File: src/rtl/nn_pkg.sv
// Shared types and constants for the dense-layer sequencer and its operand pipe.
// Build option: define RELU_EN to clamp negative neuron results to zero.
package nn_pkg;

    localparam int DATA_W = 16;
    localparam int Q_FRAC = 10;

    localparam logic [3:0] MAC_CTRL_LOAD = 4'b1111;
    localparam logic [3:0] MAC_CTRL_ACC  = 4'b0000;

    typedef enum logic [2:0] {
        IDLE  = 3'd0,
        BIAS  = 3'd1,
        ACC   = 3'd2,
        DRAIN = 3'd3,
        WRITE = 3'd4,
        DONE  = 3'd5
    } state_t;

    function automatic logic [DATA_W-1:0] relu(input logic [DATA_W-1:0] z);
        return z[DATA_W-1] ? '0 : z;
    endfunction

endpackage

File: src/rtl/nn_operand_pipe.sv
// Aligns the address-phase request flags with 1-cycle-latency memory data and
// zero-gates the MAC operands whenever no data phase is active.
module nn_operand_pipe
    import nn_pkg::*;
(
    input  logic              clk,
    input  logic              rst,
    input  logic              load_req,
    input  logic              acc_req,
    input  logic [DATA_W-1:0] in_data,
    input  logic [DATA_W-1:0] w_data,
    output logic [DATA_W-1:0] mac_in,
    output logic [DATA_W-1:0] mac_w,
    output logic [3:0]        mac_ctrl
);

    logic load_q;
    logic acc_q;

    always_ff @(posedge clk) begin
        if (rst) begin
            load_q <= 1'b0;
            acc_q  <= 1'b0;
        end else begin
            load_q <= load_req;
            acc_q  <= acc_req;
        end
    end

    // Operands of zero with ACC ctrl leave the MAC accumulator untouched.
    always_comb begin
        mac_in   = acc_q ? in_data : '0;
        mac_w    = acc_q ? w_data  : '0;
        mac_ctrl = load_q ? MAC_CTRL_LOAD : MAC_CTRL_ACC;
    end

endmodule

File: src/rtl/nn_layer_sequencer.sv
// Drives one shared MAC through a dense layer: bias load, N_IN accumulates, drain, write.
// Build option: RELU_EN clamps negative results written to the output buffer.
module nn_layer_sequencer
    import nn_pkg::*;
#(
    parameter int N_IN   = 8,
    parameter int N_OUT  = 4,
    parameter int IN_AW  = 4,
    parameter int W_AW   = 8,
    parameter int OUT_AW = 4
) (
    input  logic              clk,
    input  logic              rst,
    input  logic              start,
    output logic              busy,
    output logic              done,
    output logic [IN_AW-1:0]  in_addr,
    output logic [W_AW-1:0]   w_addr,
    output logic [OUT_AW-1:0] b_addr,
    input  logic [DATA_W-1:0] in_data,
    input  logic [DATA_W-1:0] w_data,
    output logic [DATA_W-1:0] mac_in,
    output logic [DATA_W-1:0] mac_w,
    output logic [3:0]        mac_ctrl,
    input  logic [DATA_W-1:0] mac_zout,
    output logic              out_wr_en,
    output logic [OUT_AW-1:0] out_addr,
    output logic [DATA_W-1:0] out_data,
    output state_t            dbg_state
);

    localparam logic [IN_AW-1:0]  K_LAST = IN_AW'(N_IN - 1);
    localparam logic [OUT_AW-1:0] J_LAST = OUT_AW'(N_OUT - 1);

    state_t              state;
    state_t              state_nxt;
    logic [IN_AW-1:0]    k;
    logic [OUT_AW-1:0]   j;
    logic [W_AW-1:0]     wa;
    logic                load_req;
    logic                acc_req;

    // Handshake: start is a level sampled only in IDLE; busy covers BIAS..WRITE,
    // done is a single-cycle pulse in DONE; nothing is queued while busy.
    always_ff @(posedge clk) begin
        if (rst) state <= IDLE;
        else     state <= state_nxt;
    end

    always_comb begin
        state_nxt = state;
        unique case (state)
            IDLE:    if (start) state_nxt = BIAS;
            BIAS:    state_nxt = ACC;
            ACC:     if (k == K_LAST) state_nxt = DRAIN;
            DRAIN:   state_nxt = WRITE;
            WRITE:   state_nxt = (j == J_LAST) ? DONE : BIAS;
            DONE:    state_nxt = IDLE;
            default: state_nxt = IDLE;
        endcase
    end

    // wa runs across neurons so it always equals j*N_IN+k without a multiplier.
    always_ff @(posedge clk) begin
        if (rst) begin
            j  <= '0;
            k  <= '0;
            wa <= '0;
        end else begin
            case (state)
                ACC: begin
                    wa <= wa + 1'b1;
                    k  <= (k == K_LAST) ? '0 : k + 1'b1;
                end
                WRITE: if (j != J_LAST) j <= j + 1'b1;
                DONE: begin
                    j  <= '0;
                    wa <= '0;
                end
                default: ;
            endcase
        end
    end

    always_comb begin
        busy      = state inside {BIAS, ACC, DRAIN, WRITE};
        done      = (state == DONE);
        out_wr_en = (state == WRITE);
        load_req  = (state == BIAS);
        acc_req   = (state == ACC);
        out_data  = '0;
        if (state == WRITE) begin
`ifdef RELU_EN
            out_data = relu(mac_zout);
`else
            out_data = mac_zout;
`endif
        end
    end

    assign in_addr   = k;
    assign w_addr    = wa;
    assign b_addr    = j;
    assign out_addr  = j;
    assign dbg_state = state;

    nn_operand_pipe u_operand_pipe (
        .clk      (clk),
        .rst      (rst),
        .load_req (load_req),
        .acc_req  (acc_req),
        .in_data  (in_data),
        .w_data   (w_data),
        .mac_in   (mac_in),
        .mac_w    (mac_w),
        .mac_ctrl (mac_ctrl)
    );

endmodule

File: config.mk
export PLATFORM = sky130hd
export DESIGN_NAME = nn_layer_sequencer
export DESIGN_NICKNAME = d
export VERILOG_FILES = /design/src/rtl/nn_pkg.sv /design/src/rtl/nn_operand_pipe.sv /design/src/rtl/nn_layer_sequencer.sv
export SDC_FILE = /design/constraint.sdc
export NUM_CORES = 1
export LEC_CHECK = 0
export CAP_MARGIN = 15
export CELL_PAD_IN_SITES_DETAIL_PLACEMENT = 1
export CELL_PAD_IN_SITES_GLOBAL_PLACEMENT = 1
export CORE_MARGIN = 4
export CORE_UTILIZATION = 36
export CTS_CLUSTER_SIZE = 25
export DETAILED_ROUTE_END_ITERATION = 10
export DONT_BUFFER_PORTS = 1
export GPL_TIMING_DRIVEN = 0
export PLACE_DENSITY = 0.83
export RECOVER_POWER = 25
export SLEW_MARGIN = 20
export SYNTH_ARGS = -nofsm -noshare
export SYNTH_HDL_FRONTEND = slang
export SYNTH_SLANG_ARGS = --single-unit
File: constraint.sdc
create_clock -name clk -period 1.5 [get_ports clk]
set_clock_uncertainty 0.15 [all_clocks]
set_input_delay 0.15 -clock clk [delete_from_list [all_inputs] [get_ports clk]]
set_output_delay 0.15 -clock clk [all_outputs]
set_load 0.005 [all_outputs]
==> results.yml <==
placement:
  dp.cells: 223
  dpl_cell_area_um2: 1489
  port_buffers: 0
  gp_congestion: 0.7523
  hpwl_um: 3549
finish:
  mostFrequentLayoutCell: "and2_1"
  nFillCells: 449
  finalNonFillerCells: 248
  multiInputGateArea_um2: 994.7
  mostFrequentLayoutCells: "and2_1, buf_4, dfxtp_1, and2_4, buf_6"
  fin_area_um2: 1937
  layout-drive-gt1-share_pct: 44.00
  n_antenna_cell: 0
  syn_to_final_growth_pct: 39.71
  register_area_um2: 431.7
  final_nets: 255
synthesis:
  synthArstFlopShare_pct: 0
  synth-seq-cells: 21
  netlist_instances: 175
  ys_types: 34
  synth_area_leaders: "dfxtp_1, and2_1, a21oi_1, buf_4, nand3_1"
  yosysSeqAreaShare_pct: 30.32
  synth_top_area_share_pct: 30.32
  synth_area_um2: 1386
  syn_area_per_cell_um2: 7.922
  syn_nets: 229
  post-synth-top-area-cell: "dfxtp_1"
  ys_warn_count: 0
  synth-edff-count: 0
  synth_flop_cell: "dfxtp_1"
setup_path:
  arrival_ps: 1500
  path_max_fanout: 6
  crit_path_frequent_cell: "buf_6"
  critPathTopFamily: "simple AND/OR/NAND/NOR gates"
  r2r_slack_ps: -250
  cp-end-kind: "primary output"
  critPathKind: "reg2out"
  crit_path_start_kind: "register"
  path_cells: "buf_6 -> or3b_4 -> inv_4 -> buf_6 -> and2_4"
  critical_path_required_ps: 1200
  path_buf_inv: 3
  cp_slowest_stage_delay_ps: 410
  slowest_stage: "or3b_4"
power:
  swShare_pct: 32.54
  p_leak_nw: 0.7964
  ir_worst_vdd_uv: 417.6
  seqPwrFrac_pct: 37.1
  combPwrFrac_pct: 41.3
  power_density_nw_per_um2: 925.2
  clkPwrFrac_pct: 21.6
  power.switching_uw: 583.2
  p_int_mw: 1.209
cts:
  clockRootBuffer: "clkbuf_8"
  cts_buffers: 3
  clock-sinks: 21
  cts_tree: "done"
  clockBufferDepth: 2
  clk_latency_ps: 270
  clk_pin_slew_ps: 80
  cts-htree-levels: 1
timing:
  max_clock_freq_mhz: 555.1
  timing.final.crit_share_pct: 120.1
  max_slew_margin_pct: 57.27
  rsz0062_at_grt: "yes"
  period_minus_slack_ps: 1802
  postLayoutSetupSlackWorst_ps: -301.6
  slew_viol_final: 0
  worstMarginPinSlew_ps: 640.9
  hold_viol: 0
  tns_ps: -7257
  finalSetupViolCount: 36
outcome:
  failed_checks: "setup timing"
  outcome: "finished with violations"
global_routing:
  grtUsageTotal_pct: 18.53
  grt_pass1_vias: 1303
  grt-ovfl-total: 0
  grt_pass1_wl_um: 7272
  antenna_found_initial: 0
  grt_max_degree: 12
detailed_routing:
  vias: 1332
  final_antenna_net_count: 0
  routed_wl_um: 4961
  firstDrtPassIters: 4
  drt-vias-per-instance: 5.371
  drc: 0
  drt-initial-drc-count: 34
  avgRoutedWirePerCell_um: 20.00
run:
  cap_viol_max_count: 0
floorplan:
  die-width_um: 70.06
  rows: 22
  io_pins: 129
  coreArea_um2: 3689
  die_area_um2: 4908
  die_y_um: 70.06
  floorplan.initialDensity_pct: 37.58
min_path:
  hp-class: "in2reg"
[logic make-up after synthesis]
group / share of synthesized area [%]
compound gates: 10.92
xor+xnor: 1.264
fa+ha+maj: 2.708
buf+inv: 9.928
flops: 30.32
mux: 2.166
simple gates: 42.69
[worst reg2reg max path, cell delays in order, from the launching register on]
cell and delay (ps):
dfxtp_4 360, buf_6 120, or3b_4 410, buf_4 160, or3_1 380, a21oi_2 120
[sequential cells by signal, indices dropped and copies added (netlist names)]
register               cells
b_addr                     4
u_operand_pipe.acc_q       1
in_addr                    4
dbg_state                  3
w_addr                     8
u_operand_pipe.load_q      1
[path summary, 6_finish.rpt]
check | start | end | cells after the start
setup / recovery | dbg_state[0] | out_data[9] | 5
hold reg to reg | w_addr[7] | w_addr[7] | 2
hold / removal | rst | u_operand_pipe.acc_q | 2
setup reg to reg | dbg_state[0] | b_addr[0] | 5
[power groups by stage]
stage          Combinational (mW)  Sequential (mW)  Clock [mW]
2_1_floorplan               0.350            0.654           0
5_1_grt                     0.799            0.674       0.422
4_1_cts                     0.627            0.667       0.395
3_3_place_gp                0.411            0.675           0
3_5_place_dp                0.421            0.676           0
6_report                    0.740            0.664       0.388
[layout make-up]
cell class | count | area share [%]
Timing Repair Buffer | 21 | 11.50
Multi-Input combinational cell | 129 | 51.36
Buffer | 18 | 7.946
Sequential cell | 21 | 22.29
Inverter | 7 | 1.486
Tap cell | 48 | 3.101
Clock buffer | 4 | 2.326
[metal layers]
layer / global-route usage [%] / vias to the layer above / wire length [um]
met2: 33.58 / 64 / 2641
met4: 7.234 / 0 / 82
met1: 19.83 / 624 / 1833
met5: 0 / - / 0
li1: - / 637 / -
met3: 5.755 / 7 / 402
[through the flow]
stage | power (mW) | utilization, % | setup WS (ps) | hold WS, ps
2_1_floorplan | 1.004 | - | -55.58 | 77.34
3_3_place_gp | 1.086 | 40.37 | -190.5 | 85.87
3_5_place_dp | 1.097 | 40.37 | -177.2 | 86.58
4_1_cts | 1.689 | 48.95 | -307.4 | 143.9
5_1_grt | 1.896 | 52.51 | -347.6 | 229.8
6_report | 1.792 | 52.51 | -301.6 | 207.0
[cell usage after synthesis, types with 2 or more instances]
master     n
or3_1      5
clkbuf_1   4
or3b_1     2
or2_2      2
a21oi_1   13
nand2_1   10
buf_4      8
nand3b_1   3
ha_1       3
buf_2      5
inv_1      7
nor3_1     3
nand4_1    2
dfxtp_1   21
nor2_1     2
and2_1    48
o21ai_0    7
nand3_1    9
mux2i_1    3
xnor2_1    2
a311oi_1   2
nand2b_1   2
[timing repair]
action | 4_1_cts | 5_1_grt
gates resized for setup | 32 | 35
pin swaps | 15 | 20
cloned | 2 | 1
hold buffers | 2 | 0
setup endpoints to repair | 34 | 67
setup buffers | 15 | 3
hold endpoints to repair | 6 | 0
(Power assumes the default switching activity.)
